### src/rtl/dmem_arbiter.sv
`default_nettype none
// ============================================================================
// Module   : dmem_arbiter
// Brief    : Round-robin/lockable arbiter sharing one data-memory port between
//            the core load/store path and an external loader/debug master.
// Revision : 1.0 - initial release
// ============================================================================
module dmem_arbiter #(
    parameter int ADDR_W   = 32,
    parameter int DATA_W   = 32,
    parameter int LOCK_MAX = 4
) (
    input  logic              clk,
    input  logic              rst,
    // core load/store port
    input  logic              cpu_req,
    input  logic              cpu_we,
    input  logic [ADDR_W-1:0] cpu_addr,
    input  logic [DATA_W-1:0] cpu_wdata,
    output logic              cpu_ack,
    output logic [DATA_W-1:0] cpu_rdata,
    output logic              cpu_stall,
    // external master port
    input  logic              ext_req,
    input  logic              ext_we,
    input  logic [ADDR_W-1:0] ext_addr,
    input  logic [DATA_W-1:0] ext_wdata,
    input  logic              ext_lock,
    output logic              ext_ack,
    output logic [DATA_W-1:0] ext_rdata,
    // memory port
    output logic              mem_en,
    output logic              mem_we,
    output logic [ADDR_W-1:0] mem_addr,
    output logic [DATA_W-1:0] mem_wdata,
    input  logic [DATA_W-1:0] mem_rdata,
    // status
    output logic              busy,
    output logic              owner
);

    localparam int c_CNT_W = (LOCK_MAX < 1) ? 1 : $clog2(LOCK_MAX + 1);
    localparam logic [c_CNT_W-1:0] c_LOCK_MAX = c_CNT_W'(LOCK_MAX);

    typedef enum logic [1:0] {
        S_IDLE  = 2'd0,
        S_ISSUE = 2'd1,
        S_RESP  = 2'd2
    } state_t;

    state_t              r_state;
    state_t              w_state_nxt;
    logic                r_owner;
    logic [c_CNT_W-1:0]  r_lock_cnt;
    logic                r_we;
    logic [ADDR_W-1:0]   r_addr;
    logic [DATA_W-1:0]   r_wdata;
    logic [DATA_W-1:0]   r_cpu_rdata;
    logic [DATA_W-1:0]   r_ext_rdata;

    logic                w_any_req;
    logic                w_both;
    logic                w_lock_win;
    logic                w_pick_ext;
    logic                w_grant;
    logic                w_resp;

    // ------------------------------------------------------------------
    // Winner selection
    // ------------------------------------------------------------------
    assign w_any_req  = cpu_req | ext_req;
    assign w_both     = cpu_req & ext_req;
    assign w_lock_win = w_both & ext_lock & r_owner & (r_lock_cnt < c_LOCK_MAX);
    // Contested without a valid lock: the side that did not own last wins.
    assign w_pick_ext = (ext_req & ~cpu_req)
                      | w_lock_win
                      | (w_both & ~w_lock_win & ~r_owner);
    assign w_grant    = (r_state == S_IDLE) & w_any_req;

    // ------------------------------------------------------------------
    // Next-state logic
    // ------------------------------------------------------------------
    always_comb begin
        w_state_nxt = r_state;
        unique case (r_state)
            S_IDLE:  if (w_any_req) w_state_nxt = S_ISSUE;
            S_ISSUE: w_state_nxt = S_RESP;
            S_RESP:  w_state_nxt = S_IDLE;
            default: w_state_nxt = S_IDLE;
        endcase
    end

    // ------------------------------------------------------------------
    // State and datapath registers
    // ------------------------------------------------------------------
    always_ff @(posedge clk) begin
        if (rst) begin
            r_state     <= S_IDLE;
            r_owner     <= 1'b1;
            r_lock_cnt  <= '0;
            r_we        <= 1'b0;
            r_addr      <= '0;
            r_wdata     <= '0;
            r_cpu_rdata <= '0;
            r_ext_rdata <= '0;
        end else begin
            r_state <= w_state_nxt;

            if (w_grant) begin
                r_owner <= w_pick_ext;
                r_we    <= w_pick_ext ? ext_we    : cpu_we;
                r_addr  <= w_pick_ext ? ext_addr  : cpu_addr;
                r_wdata <= w_pick_ext ? ext_wdata : cpu_wdata;

                if (w_lock_win) begin
                    if (r_lock_cnt != c_LOCK_MAX) begin
                        r_lock_cnt <= r_lock_cnt + 1'b1;
                    end
                end else if (!w_pick_ext || !cpu_req) begin
                    r_lock_cnt <= '0;
                end
            end

            // Stores also refresh the hold register with whatever memory returns.
            if (r_state == S_RESP) begin
                if (r_owner) begin
                    r_ext_rdata <= mem_rdata;
                end else begin
                    r_cpu_rdata <= mem_rdata;
                end
            end
        end
    end

    // ------------------------------------------------------------------
    // Outputs
    // ------------------------------------------------------------------
    // Reset in the same cycle suppresses strobes so an aborted access has no effect.
    assign w_resp    = (r_state == S_RESP) & ~rst;

    assign cpu_ack   = w_resp & ~r_owner;
    assign ext_ack   = w_resp &  r_owner;
    assign cpu_rdata = cpu_ack ? mem_rdata : r_cpu_rdata;
    assign ext_rdata = ext_ack ? mem_rdata : r_ext_rdata;
    assign cpu_stall = cpu_req & ~cpu_ack;

    assign mem_en    = (r_state == S_ISSUE) & ~rst;
    assign mem_we    = mem_en & r_we;
    assign mem_addr  = r_addr;
    assign mem_wdata = r_wdata;

    assign busy      = (r_state != S_IDLE);
    assign owner     = r_owner;

endmodule
`default_nettype wire
### config.mk
export PLATFORM = sky130hd
export DESIGN_NAME = dmem_arbiter
export DESIGN_NICKNAME = d
export VERILOG_FILES = /design/src/rtl/dmem_arbiter.sv
export SDC_FILE = /design/constraint.sdc
export NUM_CORES = 1
export LEC_CHECK = 0
export ABC_AREA = 1
export CAP_MARGIN = 30
export CORE_ASPECT_RATIO = 1.1
export CORE_MARGIN = 3
export CORE_UTILIZATION = 50
export DETAILED_ROUTE_END_ITERATION = 10
export DONT_BUFFER_PORTS = 1
export HOLD_SLACK_MARGIN = 0.08
export MAX_ROUTING_LAYER = met4
export PLACE_DENSITY = 0.76
export REMOVE_ABC_BUFFERS = 1
export SLEW_MARGIN = 0
export SYNTH_ARGS = -nofsm -noshare
export SYNTH_HDL_FRONTEND = slang
export SYNTH_SLANG_ARGS = --single-unit
### constraint.sdc
create_clock -name clk -period 3.9 [get_ports clk]
set_input_delay 0.585 -clock clk [delete_from_list [all_inputs] [get_ports clk]]
set_output_delay 0.585 -clock clk [all_outputs]
set_load 0.05 [all_outputs]
==> Yosys cells after proc, flatten, opt, wreduce, memory -nomap -nowiden <==
Index checks and enable logic that the tools add are counted.
{ "classes": {"addsub": 1, "n_shift": 0, "n_reduce_logical": 9, "n_div": 0, "mul": 0, "eq_ne": 5, "n_mux": 10, "n_bitwise": 22, "magnitude_cmp": 1} }
{ "ops": {"columns": ["cell", "n"], "rows": [
  ["32-bit 2-to-1 mux", 4],
  ["1-bit AND", 14],
  ["3-bit 2-to-1 mux", 3],
  ["1-bit inverter", 5],
  ["2-bit case mux with 2 select lines", 1],
  ["2-bit AND reduction", 2],
  ["2-bit nonzero test", 2],
  ["3-bit by 1-bit adder with 3-bit output (second input constant)", 1],
  ["3-bit < comparator (second input constant)", 1],
  ["3-bit inequality test (second input constant)", 1],
  ["1-bit bitwise OR", 3],
  ["3-bit AND reduction", 1],
  ["2-bit by 1-bit equality test with 1-bit output (second input constant)", 1],
  ["2-bit equality test (second input constant)", 1],
  ["1-bit zero test", 2],
  ["2-bit zero test", 1],
  ["2-bit 2-to-1 mux", 1],
  ["2-bit by 1-bit inequality test with 1-bit output (second input constant)", 1],
  ["2-bit inequality test (second input constant)", 1],
  ["1-bit logical OR", 1],
  ["1-bit 2-to-1 mux", 1]
]} }
{ "totals": {"regBits": 135, "mem_bits_ro": 0, "out_inout_bits": 135, "latchBits": 0, "ramBits": 0, "in_bits": 167, "mem_count": 0, "elab_cells": 56} }

==> Longest topological paths before layout <==
{ "logic_depth": {"ltp_word": 12, "ltp_mapped": 10, "ltp_nobuf": 8} }

==> Worst setup path after synthesis <==
OpenSTA, ideal clock, no wires.
{ "synth_path": {"path_type": "register -> output", "start": "register r_owner, in the netlist owner", "end": "output port ext_rdata[0]", "path_slack_ns": 0.541, "path_buffers": 1, "arrival_time_ns": 2.774, "stages_incl_launch_ff": 6, "required_time_ns": 3.315, "cell_sequence": "dfxtp_1 > nand2_2 > nor2_2 > inv_2 > clkbuf_1 > o21ai_0"} }
{ "synth_via": {"elab_chain_cells": 2} }
{ "synth_rtl": {"columns": ["item", "line", "source"], "rows": [
  ["start, declared", "53", "logic r_owner;"],
  ["start signal, assigned", "110", "r_owner <= w_pick_ext;"],
  ["1-bit AND", "142", "assign ext_ack = w_resp & r_owner;"],
  ["named net ext_ack", "29", "output logic ext_ack,"],
  ["32-bit 2-to-1 mux", "144", "assign ext_rdata = ext_ack ? mem_rdata : r_ext_rdata;"],
  ["end, declared", "30", "output logic [DATA_W-1:0] ext_rdata,"]
]} }
The timed path passes the listed nets, and every way through them passes these cells.

==> Final worst setup path <==
{ "layout_path": {"start": "register r_owner, in the netlist owner", "end": "output port cpu_rdata[26]"} }
{ "layout_via": {"elab_chain_cells": 3} }
{ "layout_rtl": {"columns": ["item", "line", "source"], "rows": [
  ["1-bit inverter (no line)", null, null],
  ["1-bit AND", "141", "assign cpu_ack = w_resp & ~r_owner;"],
  ["named net cpu_ack", "20", "output logic cpu_ack,"],
  ["32-bit 2-to-1 mux", "143", "assign cpu_rdata = cpu_ack ? mem_rdata : r_cpu_rdata;"],
  ["end, declared", "21", "output logic [DATA_W-1:0] cpu_rdata,"]
]} }
The timed path passes the listed nets, and every way through them passes these cells.

==> impl_metrics.py <==
metrics = {
    "outcome": {
        "status": "finished clean",
    },
    "global_route": {
        "grt_usage_pct": 25.2,
        "grt_start_max_net_pins": 76,
        "overflow": 0,
        "grt_pass1_vias": 5416,
        "grt_pass1_wl_um": 28400,
        "antenna_found_initial": 0,
    },
    "power_and_ir_drop": {
        "p_leak_nw": 3.62,
        "finalPower_w": 0.00412,
        "vdd.ir_drop.worst_mv": 0.223,
        "p_per_area_mw_per_mm2": 540,
    },
    "clock_network": {
        "worstSkewPairLatency_ps": 400,
        "cts_setup_buffers": 0,
        "cts_made_buffers": 17,
        "clkTransAtPathRegs_ps": 60,
        "clockBufferDepth": 2,
        "hold_buffers": 0,
        "cts_tree": "done",
        "cts_resized": 0,
        "clock-sinks": 135,
        "htree_num_levels": 4,
        "clock-root-buffer": "clkbuf_16",
    },
    "sta": {
        "final_hold_viol_count": 0,
        "layout_worst_path_cycle_share_pct": 83.3,
        "setup_viol": 0,
        "fin_crit_ps": 3250,
        "slew_violations": 0,
        "worstMarginPinSlew_ps": 879,
        "maxSlewHeadroom_pct": 41.2,
        "rsz0062_at_grt": "no",
        "skew_ps": 7.75,
        "fmax_mhz": 308,
    },
    "setup_path": {
        "critPathCaptureType": "output port",
        "rrSetupSlack_ps": 1530,
        "path_class": "flop to output port",
        "crit_fanout": 57,
        "crit_required_ps": 3310,
        "cp-start-kind": "flop",
        "worst_ep_arrival_time_ps": 2660,
    },
    "die": {
        "die_height_um": 126,
        "fp.coreArea_mm2": 0.0127,
        "io_pins": 302,
        "start_util_pct": 51.5,
        "dieArea_mm2": 0.0145,
        "rows": 43,
        "die_w_um": 115,
    },
    "synth": {
        "synth-seq-cells": 135,
        "synth_cell_types": 21,
        "synth.avg_cell_area_um2": 6.48,
        "yosysTopAreaCell": "dfxtp_1",
        "syn-cell-area_mm2": 0.00654,
        "synthArstFlopShare_pct": 0,
        "ys_seq_area_share_pct": 41.3,
        "yosys_warnings": 0,
        "yosysMostFrequentCell": "nor2_1",
        "synthFlopType": "dfxtp_1",
        "synth_top_cell_area_share_pct": 41.3,
        "synth_commonest_cells": "206 x nor2_1, 176 x o21ai_0, 141 x nand2_1",
        "netlist_top_cells_area": "dfxtp_1 41%, o21ai_0 13%, nor2_1 12%, nand3_1 9.9%, nand2_1 8.1%",
        "postSynthCellCount": 1010,
        "synth_enable_flop_cells": 0,
    },
    "routing": {
        "viasPerCell": 5.31,
        "drt_first_iter_violations": 601,
        "firstDrtPassIters": 5,
        "antenna_left": 0,
        "wl_um": 18600,
        "drc_errors": 0,
        "drt-wirelength-per-cell_um": 15.5,
        "vias": 6368,
    },
    "finish": {
        "area_delta_synth_final_pct": 16.5,
        "nets": 1199,
        "drive_above_1_share_pct": 11.8,
        "utilization_pct": 60.0,
        "n_fill_cell": 1243,
        "layout.cells.non_filler": 1200,
    },
    "placed_design": {
        "port-buffer-count": 0,
        "dp_hpwl_um": 13000,
        "gp_congestion": 0.834,
        "place_inst": 1168,
    },
    "hold_path": {
        "min-delay-path-class": "input port to flop",
    },
    "run": {
        "max_cap_viol_count": 0,
    },
}
[metrics by stage]
stage	instance area (um^2)	TNS (ps)	setup WS, ps	hold slack (ps)
finish	7620	0	651	248
floorplan	6160	-2730	-124	453
global route	7620	0	445	227
CTS	7620	0	628	230
detailed placement	6990	0	1070	473
global placement	6970	0	1130	464
[cells in the final DEF, fill, tap and decap left out]
| cell type | Yosys | final |
|---|---|---|
| o21ai_2 | 1 | 1 |
| nand3_1 | 130 | 130 |
| bufinv_16 | 0 | 4 |
| clkbuf_16 | 0 | 17 |
| ha_1 | 2 | 2 |
| buf_12 | 0 | 3 |
| clkbuf_1 | 25 | 1 |
| nand2_1 | 141 | 139 |
| nor2_1 | 206 | 206 |
| o21ai_0 | 176 | 154 |
| o21ai_1 | 20 | 42 |
| buf_4 | 5 | 74 |
| dfxtp_1 | 135 | 135 |
| diode_2 | 0 | 1 |
| a21oi_1 | 2 | 2 |
| clkinv_4 | 0 | 1 |
| clkbuf_8 | 0 | 2 |
| nand2_2 | 2 | 4 |
| inv_6 | 0 | 1 |
| nor2_4 | 1 | 2 |
| clkinv_2 | 0 | 3 |
| inv_2 | 3 | 3 |
| clkinvlp_4 | 0 | 4 |
| nor2_2 | 4 | 3 |
| nor3b_2 | 0 | 1 |
| inv_1 | 110 | 108 |
[registers in the layout, indices dropped and copies added, names as in the netlist]
name and count:
mem_addr 32, mem_wdata 32, r_cpu_rdata 32, r_ext_rdata 32, r_lock_cnt 3, r_state 2, owner 1, r_we 1
[kinds of logic (layout without fill, tap and decap cells)]
| family | Yosys count | in the layout | share of synthesized area, % |
|---|---|---|---|
| AND/OR/NAND/NOR | 485 | 485 | 30.7 |
| adder cells (fa/ha/maj) | 2 | 2 | 0.383 |
| buffers and inverters | 189 | 221 | 12.3 |
| other | 0 | 1 | 0 |
| flip-flops | 135 | 135 | 41.3 |
| AO/OA/AOI/OAI | 199 | 199 | 15.3 |
[worst max-delay path, stage by stage (launching register included)]
cell	delay, ps
dfxtp_1	730
inv_1	120
nand2_2	120
nor2_4	90
inv_2	460
buf_12	310
nand2_1	80
o21ai_1	100
buf_4	220
[cell type report]
class                      instances  area [um^2]  area share [%]
multi-input combinational        686         3050            40.0
sequential                       135         2700            35.5
timing repair buffer              77          616            8.08
clock buffer                      20          457            5.99
inverter                         113          427            5.60
tap                              157          196            2.58
clock inverter                    11          173            2.27
antenna                            1         2.50          0.0328
[power breakdown]
| part | leakage [nW] | total (W) | internal, W | switching (W) |
|---|---|---|---|---|
| combinational | 2.22 | 0.000567 | 0.000169 | 0.000398 |
| clock | 0.295 | 0.00169 | 0.00110 | 0.000592 |
| sequential | 1.11 | 0.00185 | 0.00148 | 0.000369 |
| total | 3.62 | 0.00412 | 0.00276 | 0.00136 |
[routing by layer]
| layer | share of wire, % | track usage (%) |
|---|---|---|
| met1 | 43 | 33.1 |
| met5 | 0 | - |
| met4 | 2.4 | 9.46 |
| met3 | 7.8 | 5.29 |
| met2 | 47 | 38.1 |
[path summary, 6_finish.rpt]
kind / cells after the start / startpoint / to
setup / recovery: 8 / owner / cpu_rdata[26]
setup reg to reg: 8 / owner / mem_wdata[23]
hold reg to reg: 2 / r_cpu_rdata[31] / r_cpu_rdata[31]
hold / removal: 1 / rst / r_state[1]
No activity file was read; power rests on OpenSTA's default activity.
